<file path="src/rtl/seg_scan_display.sv">
// Multiplexed 7-segment driver: double-buffered digits, PWM brightness, dead time,
// leading-zero suppression. Define SEG_SCAN_BLINK_EN to add per-digit blinking.
module seg_scan_display #(
  parameter int NUM_DIGITS  = 4,
  parameter int SCAN_DIV    = 50000,
  parameter int DEAD_CYCLES = 500,
  parameter int BRIGHT_W    = 4
`ifdef SEG_SCAN_BLINK_EN
  ,
  parameter int BLINK_FRAMES = 250
`endif
) (
  input  logic                    clk,
  input  logic                    reset,
  input  logic [4*NUM_DIGITS-1:0] data_in,
  input  logic [NUM_DIGITS-1:0]   dp_in,
  input  logic                    load,
  input  logic [BRIGHT_W-1:0]     brightness,
  input  logic                    lz_en,
`ifdef SEG_SCAN_BLINK_EN
  input  logic [NUM_DIGITS-1:0]   blink_mask,
`endif
  output logic [7:0]              seg,
  output logic [NUM_DIGITS-1:0]   dig,
  output logic                    frame_start,
  output logic                    pending
);

  localparam int CNT_W  = $clog2(SCAN_DIV);
  localparam int IDX_W  = (NUM_DIGITS > 1) ? $clog2(NUM_DIGITS) : 1;
  localparam int ACTIVE = SCAN_DIV - DEAD_CYCLES;

  function automatic logic [6:0] font(input logic [3:0] n);
    case (n)
      4'h0: font = 7'h40;  4'h1: font = 7'h79;  4'h2: font = 7'h24;  4'h3: font = 7'h30;
      4'h4: font = 7'h19;  4'h5: font = 7'h12;  4'h6: font = 7'h02;  4'h7: font = 7'h78;
      4'h8: font = 7'h00;  4'h9: font = 7'h10;  4'hA: font = 7'h08;  4'hB: font = 7'h03;
      4'hC: font = 7'h46;  4'hD: font = 7'h21;  4'hE: font = 7'h06;  default: font = 7'h0E;
    endcase
  endfunction

  logic [CNT_W-1:0]        cnt;
  logic [IDX_W-1:0]        idx;
  logic [4*NUM_DIGITS-1:0] shadow_data, disp_data;
  logic [NUM_DIGITS-1:0]   shadow_dp, disp_dp;
  logic [BRIGHT_W-1:0]     bright_r;
  logic                    lz_r;
  logic                    slot_end, frame_end;
  logic [31:0]             on_time;
  logic                    in_window, lit, blink_off;
  logic [3:0]              cur_nib;
  logic                    cur_dp, cur_supp, cur_blink, lead;
  logic [NUM_DIGITS-1:0]   dig_sel;

  assign slot_end  = (cnt == CNT_W'(SCAN_DIV - 1));
  assign frame_end = slot_end && (idx == IDX_W'(NUM_DIGITS - 1));

  always_ff @(posedge clk or posedge reset) begin
    if (reset) begin
      cnt <= '0;
      idx <= '0;
    end else if (slot_end) begin
      cnt <= '0;
      idx <= (idx == IDX_W'(NUM_DIGITS - 1)) ? '0 : idx + 1'b1;
    end else begin
      cnt <= cnt + 1'b1;
    end
  end

  // Shadow is copied to the display only on a frame boundary so a frame never mixes data.
  always_ff @(posedge clk or posedge reset) begin
    if (reset) begin
      shadow_data <= '0;
      shadow_dp   <= '0;
      disp_data   <= '0;
      disp_dp     <= '0;
      bright_r    <= '1;
      lz_r        <= 1'b0;
      pending     <= 1'b0;
    end else begin
      if (load) begin
        shadow_data <= data_in;
        shadow_dp   <= dp_in;
      end
      if (frame_end) begin
        if (pending) begin
          disp_data <= shadow_data;
          disp_dp   <= shadow_dp;
        end
        bright_r <= brightness;
        lz_r     <= lz_en;
      end
      if (load)
        pending <= 1'b1;
      else if (frame_end)
        pending <= 1'b0;
    end
  end

`ifdef SEG_SCAN_BLINK_EN
  localparam int BF_W = (BLINK_FRAMES > 1) ? $clog2(BLINK_FRAMES) : 1;
  logic [NUM_DIGITS-1:0] shadow_blink, disp_blink;
  logic [BF_W-1:0]       frame_cnt;
  logic                  blink_phase;

  always_ff @(posedge clk or posedge reset) begin
    if (reset) begin
      shadow_blink <= '0;
      disp_blink   <= '0;
      frame_cnt    <= '0;
      blink_phase  <= 1'b0;
    end else begin
      if (load)
        shadow_blink <= blink_mask;
      if (frame_end) begin
        if (pending)
          disp_blink <= shadow_blink;
        if (frame_cnt == BF_W'(BLINK_FRAMES - 1)) begin
          frame_cnt   <= '0;
          blink_phase <= ~blink_phase;
        end else begin
          frame_cnt <= frame_cnt + 1'b1;
        end
      end
    end
  end
`endif

  // lead stays high while every digit scanned so far (from the left) is a bare zero.
  always_comb begin
    cur_nib   = '0;
    cur_dp    = 1'b0;
    cur_supp  = 1'b0;
    cur_blink = 1'b0;
    dig_sel   = '0;
    lead      = 1'b1;
    for (int k = 0; k < NUM_DIGITS; k++) begin
      lead = lead && (disp_data[4*(NUM_DIGITS-1-k) +: 4] == 4'h0) && !disp_dp[NUM_DIGITS-1-k];
      if (idx == IDX_W'(k)) begin
        cur_nib  = disp_data[4*(NUM_DIGITS-1-k) +: 4];
        cur_dp   = disp_dp[NUM_DIGITS-1-k];
        cur_supp = lz_r && lead && (k != NUM_DIGITS - 1);
`ifdef SEG_SCAN_BLINK_EN
        cur_blink = disp_blink[NUM_DIGITS-1-k];
`endif
        dig_sel[NUM_DIGITS-1-k] = 1'b1;
      end
    end
  end

`ifdef SEG_SCAN_BLINK_EN
  assign blink_off = blink_phase && cur_blink;
`else
  assign blink_off = cur_blink;
`endif

  assign on_time   = (32'(ACTIVE) * (32'(bright_r) + 32'd1)) >> BRIGHT_W;
  assign in_window = (32'(cnt) >= 32'(DEAD_CYCLES)) && (32'(cnt) < 32'(DEAD_CYCLES) + on_time);
  assign lit       = in_window && !cur_supp && !blink_off;

  always_ff @(posedge clk or posedge reset) begin
    if (reset) begin
      seg         <= 8'hFF;
      dig         <= '1;
      frame_start <= 1'b0;
    end else begin
      seg         <= lit ? {~cur_dp, font(cur_nib)} : 8'hFF;
      dig         <= lit ? ~dig_sel : '1;
      frame_start <= (cnt == '0) && (idx == '0);
    end
  end

endmodule

</file>
<file path="config.mk">
export PLATFORM = sky130hd
export DESIGN_NAME = seg_scan_display
export DESIGN_NICKNAME = d
export VERILOG_FILES = /design/src/rtl/seg_scan_display.sv
export SDC_FILE = /design/constraint.sdc
export NUM_CORES = 1
export LEC_CHECK = 0
export BUFFER_PORTS_ARGS = -buffer_cell sky130_fd_sc_hd__buf_2
export CORE_AREA = 2 2 101 103
export CTS_CLUSTER_DIAMETER = 100
export DETAILED_ROUTE_END_ITERATION = 8
export DIE_AREA = 0 0 103 105
export PLACE_DENSITY_LB_ADDON = 0.2
export SLEW_MARGIN = 10
export SYNTH_ARGS = -nofsm -noshare
export SYNTH_HDL_FRONTEND = slang
export SYNTH_SLANG_ARGS = --single-unit
export TNS_END_PERCENT = 1
</file>
<file path="constraint.sdc">
create_clock -name clk -period 5.9 [get_ports clk]
set_input_delay 1.18 -clock clk [delete_from_list [all_inputs] [get_ports clk]]
set_output_delay 1.18 -clock clk [all_outputs]
set_load 0.02 [all_outputs]
</file>
# Word level (Yosys, flattened, before mapping)
# Memories as Yosys holds them, arrays and structs flattened.
# Index checks and enable logic that the tools add are counted.
# word_totals
inputBits	28
romBits	112
n_memories	1
register_bits	77
# mem_list
memory	depth	word_bits	rd	rd_ports_with_merged_regs	write_ports	line_no	text
(name not given)	16	7	1	0	0	34	case (n)
# classes
n_mux	22
n_reduce_logical	23
add_sub_neg	4
eq_ne	4
magnitude_cmp	2
bitwise	2
n_mul	1
# op_table
cell	n
two-way mux 4 bit	5
multiplier 14 x 5 -> 19 bit (first input constant)	1
adder 9 x 17 -> 18 bit (first input constant)	1
< comparator 16 x 18 -> 1 bit	1
adder 16 x 1 -> 16 bit (second input constant)	1
equality test 16 bit (second input constant)	1
greater-or-equal comparator 16 x 9 -> 1 bit (second input constant)	1
zero test 16 bit	1
two-way mux 16 bit	1
two-way mux 1 bit	14
logical AND 1 bit	12
zero test 4 bit	3
two-way mux 8 bit	1
adder 4 x 1 -> 5 bit (second input constant)	1
equality test 2 bit (second input constant)	2
zero test 1 bit	4
inverter 4 bit	1
adder 2 x 1 -> 2 bit (second input constant)	1
equality test 2 x 1 -> 1 bit (second input constant)	1
zero test 2 bit	1
two-way mux 2 bit	1
AND reduction 2 bit	1
nonzero test 2 bit	1
inverter 1 bit	1

# Logic depth before layout (Yosys ltp)
# depth
word_depth	12
depth_mapped	27

# Worst setup path after synthesis
# OpenSTA, ideal clock, no wires.
# synth_timing
path_type	register -> register
from	register bright_r[0]
to	register dig[0]
path_stages_with_launch	24
period_less_slack_ns	6.110
arrival_time_ns	6.043
slack_ns	-0.210
required_time_ns	5.833
path_buffers	1
cell_sequence	dfstp_2 -> nand3_1 -> xnor2_1 -> fa_1 -> inv_1 -> ha_1 -> inv_1 -> fa_1 -> inv_1 -> ha_1 -> o21a_1 -> or3_1 -> a22o_1 -> nor4_4 -> a2bb2oi_2 -> o31ai_4 -> xnor2_1 -> ha_1 -> nand4_1 -> or3_2 -> a31o_2 -> a211o_1 -> buf_6 -> nand4_1
# synth_between
elab_chain_len	7
# synth_lines
item	line_no	text
start, declared	46	logic [BRIGHT_W-1:0] bright_r;
start signal, assigned	90	bright_r <= brightness;
adder 4 x 1 -> 5 bit	157	assign on_time = (32'(ACTIVE) * (32'(bright_r) + 32'd1)) >> BRIGHT_W;
multiplier 14 x 5 -> 19 bit	157	
adder 9 x 17 -> 18 bit	158	assign in_window = (32'(cnt) >= 32'(DEAD_CYCLES)) && (32'(cnt) < 32'(DEAD_CYCLES) + on_time);
< comparator 16 x 18 -> 1 bit	158	
logical AND 1 bit	158	
logical AND 1 bit	159	assign lit = in_window && !cur_supp && !blink_off;
two-way mux 4 bit	168	dig <= lit ? ~dig_sel : '1;
end signal, assigned	168	
end, declared	24	output logic [NUM_DIGITS-1:0] dig,
# Every way passes these cells.
# A chain may end at the register's enable or synchronous reset.

# Worst setup path after layout
# layout_timing
from	register bright_r[0]
to	register seg[7]
# layout_between
elab_chain_len	7
# layout_lines
item	line_no	text
adder 4 x 1 -> 5 bit	157	
multiplier 14 x 5 -> 19 bit	157	
adder 9 x 17 -> 18 bit	158	
< comparator 16 x 18 -> 1 bit	158	
logical AND 1 bit	158	
logical AND 1 bit	159	
two-way mux 8 bit	167	seg <= lit ? {~cur_dp, font(cur_nib)} : 8'hFF;
end signal, assigned	167	
end, declared	23	output logic [7:0] seg,
# Every way passes these cells.

==> results_dict.tcl <==
set metrics [dict create \
    clockBufferDepth 2 \
    area_delta_synth_final_pct 18.4 \
    port-buffer-count 41 \
    crit_path_end_kind "register" \
    nNetsFinal 658 \
    finalMaxSlewViolations 0 \
    maxCapViolations 0 \
    final_cell_mix "dfrtp_1 (61), ha_1 (50), mux2_2 (45)" \
    ys.flop_type "dfrtp_1" \
    start_util_pct 54.4 \
    syn-instance-count 497 \
    drtIter0Drc 143 \
    peakVddDrop_mv 0.195 \
    synth_edf_count 0 \
    vias 3950 \
    cpMostUsedCell "buf_4" \
    clkSlewWorstSetupHoldPaths_ps 80 \
    hold_violations 0 \
    nFillCells 821 \
    place.detailed.hpwl_mm 8.06 \
    crit_family "adder cells" \
    outcome "completed" \
    drt-pass1-iter-count 4 \
    crit_type "register to register" \
    hold_depth 1 \
    insertedDiodeCount 0 \
    gr-usage-all-layers_pct 21.7 \
    io_pins 42 \
    die_area_um2 10800 \
    grt_pass1_wl_mm 18.5 \
    clkLatencyLatePin_ps 350 \
    crit_cells 26 \
    avgSynthCellArea_um2 10.6 \
    period_share_pct 100 \
    power_mw 1.60 \
    hp-class "register to register" \
    gp_congestion 0.877 \
    timing.final.crit_period_ps 5900 \
    r2r_cells 26 \
    post_route_cells_drive_above_1_share_pct 35.4 \
    synthArstFlopShare_pct 100 \
    synth_cell_types 65 \
    wl_per_cell_um 15.6 \
    worstPathMaxFanout 6 \
    grt_pass1_vias 3879 \
    tritoncts "built" \
    grt_overflow 0 \
    cpPeakStageDelay_ps 580 \
    cp.required_ps 6180 \
    yosys_warnings 0 \
    routed_wl_mm 10.9 \
    crit_path_top_delay_cell "dfstp_2" \
    worst_setup_path_start_kind "register" \
    htreeDepth 3 \
    ys_seq_area_share_pct 37.1 \
    holdPathEnd "disp_dp[3]" \
    ff2ff_setup_slack_ps 1 \
    rsz0062_at_grt "yes" \
    fmax_mhz 170 \
    syn_nets 589 \
    fp.coreArea_um2 9640 \
    ant_nets 0 \
    clock_skew_ps 12.6 \
    r2r_end "seg[7]" \
    setup_viol 0 \
    die_y_um 105 \
    tightest_slew_ps 940 \
    fin_hold_ws_ps 503 \
    antenna_found_initial 0 \
    synth_area_um2 5250 \
    die_w_um 103 \
    post_drt_via_cell_ratio 5.61 \
    r2r-start "bright_r[0]" \
    ys_ff_latch 77 \
    grt_max_degree 56 \
    cp.buffers_inverters 7 \
    power_density_nw_per_um2 257 \
    cts_sinks 77 \
    crit_arrival_ps 6180 \
    min_from "shadow_dp[3]" \
    layout_commonest_cell "dfrtp_1" \
    cts_hold_repair.buffers 0 \
    row_count 36 \
    remaining_drc_errors 0 \
    cts_buffers 9 \
    slew_headroom_pct 37.2 \
    leakagePower_nw 2.88 \
    root_buffer "clkbuf_8" \
]
==> per-stage QoR <==
stage	area [um2]	util [%]	cells	setup TNS, ps	setup slack (ps)
detailed placement	5730	59.4	673	-2330	-227
CTS	6030	62.5	696	0	8.27
global placement	5730	59.4	673	-410	-55.3
finish	6210	64.5	704	0	1.37
floorplan	5300	-	497	0	3.57
global route	6210	64.5	704	-3330	-298
==> cell families after synthesis <==
group                      synth area share, %
xor gates and xnor gates                  6.34
adders and majority gates                 16.1
AOI/OAI and AO/OA                         10.7
buffers and inverters                     3.86
DFF                                       37.1
and+or+nand+nor                           14.6
muxes                                     11.2
==> area by class of cell <==
class,instances,area (um2),area share [%]
clock buffer,12,145,2.34
clock inverter,4,25.0,0.403
inverter,31,116,1.87
multi-input combinational,374,3340,53.8
sequential,77,1950,31.3
tap,133,166,2.68
timing repair buffer,73,469,7.55
==> cell usage after synthesis (5+ instances only) <==
library cell / instances / area share (%)
a311oi_1: 5 / 0.83
a21oi_1: 24 / 2.3
fa_1: 6 / 2.3
xnor2_1: 19 / 3.2
mux2_2: 45 / 9.7
clkbuf_1: 8 / 0.57
nor2_1: 34 / 2.4
or4_1: 5 / 0.72
nor3_1: 8 / 0.76
dfrtp_1: 61 / 29
nor2b_1: 9 / 1.1
nand2_1: 19 / 1.4
dfstp_2: 16 / 8.0
xor2_1: 19 / 3.2
nand4_1: 11 / 1.3
ha_1: 58 / 14
nand3_1: 20 / 1.9
a211oi_1: 6 / 0.86
inv_1: 31 / 2.2
o21ai_0: 11 / 1.0
mux2i_1: 6 / 1.1
==> power by group <==
part | total, mW | internal [mW] | switching (mW)
clock | 0.348 | 0.163 | 0.185
combinational | 0.698 | 0.339 | 0.359
sequential | 0.554 | 0.545 | 0.00928
==> registers in the layout, indices dropped and copies added, names as in the netlist <==
name / flops
lz_r: 1
dig: 4
shadow_dp: 4
pending: 1
disp_data: 16
idx: 2
shadow_data: 16
bright_r: 4
disp_dp: 4
frame_start: 1
seg: 8
cnt: 16
==> worst max path at each step <==
stage	from	end
final	bright_r[0]	seg[7]
after global routing	bright_r[0]	seg[7]
after CTS	bright_r[0]	seg[6]
after detailed placement	bright_r[1]	dig[2]
after global placement	bright_r[1]	dig[3]
after floorplan	bright_r[0]	dig[0]
==> repair_timing <==
action / in CTS / in global routing
resized for setup: 15 / 23
gates cloned: 1 / 0
setup endpoints to repair: 12 / 12
buffers inserted: 6 / 8
pin swaps: 13 / 20
==> per-layer routing <==
metal | part of all wire, % | GRT usage [%] | wire (um)
met1 | 43 | 28.2 | 4760
met4 | 1.3 | 5.92 | 144
met3 | 4.2 | 4.75 | 455
met2 | 51 | 36.1 | 5590
met5 | 0 | 0 | 0
Note: power is estimated with default switching activity, not from simulation.
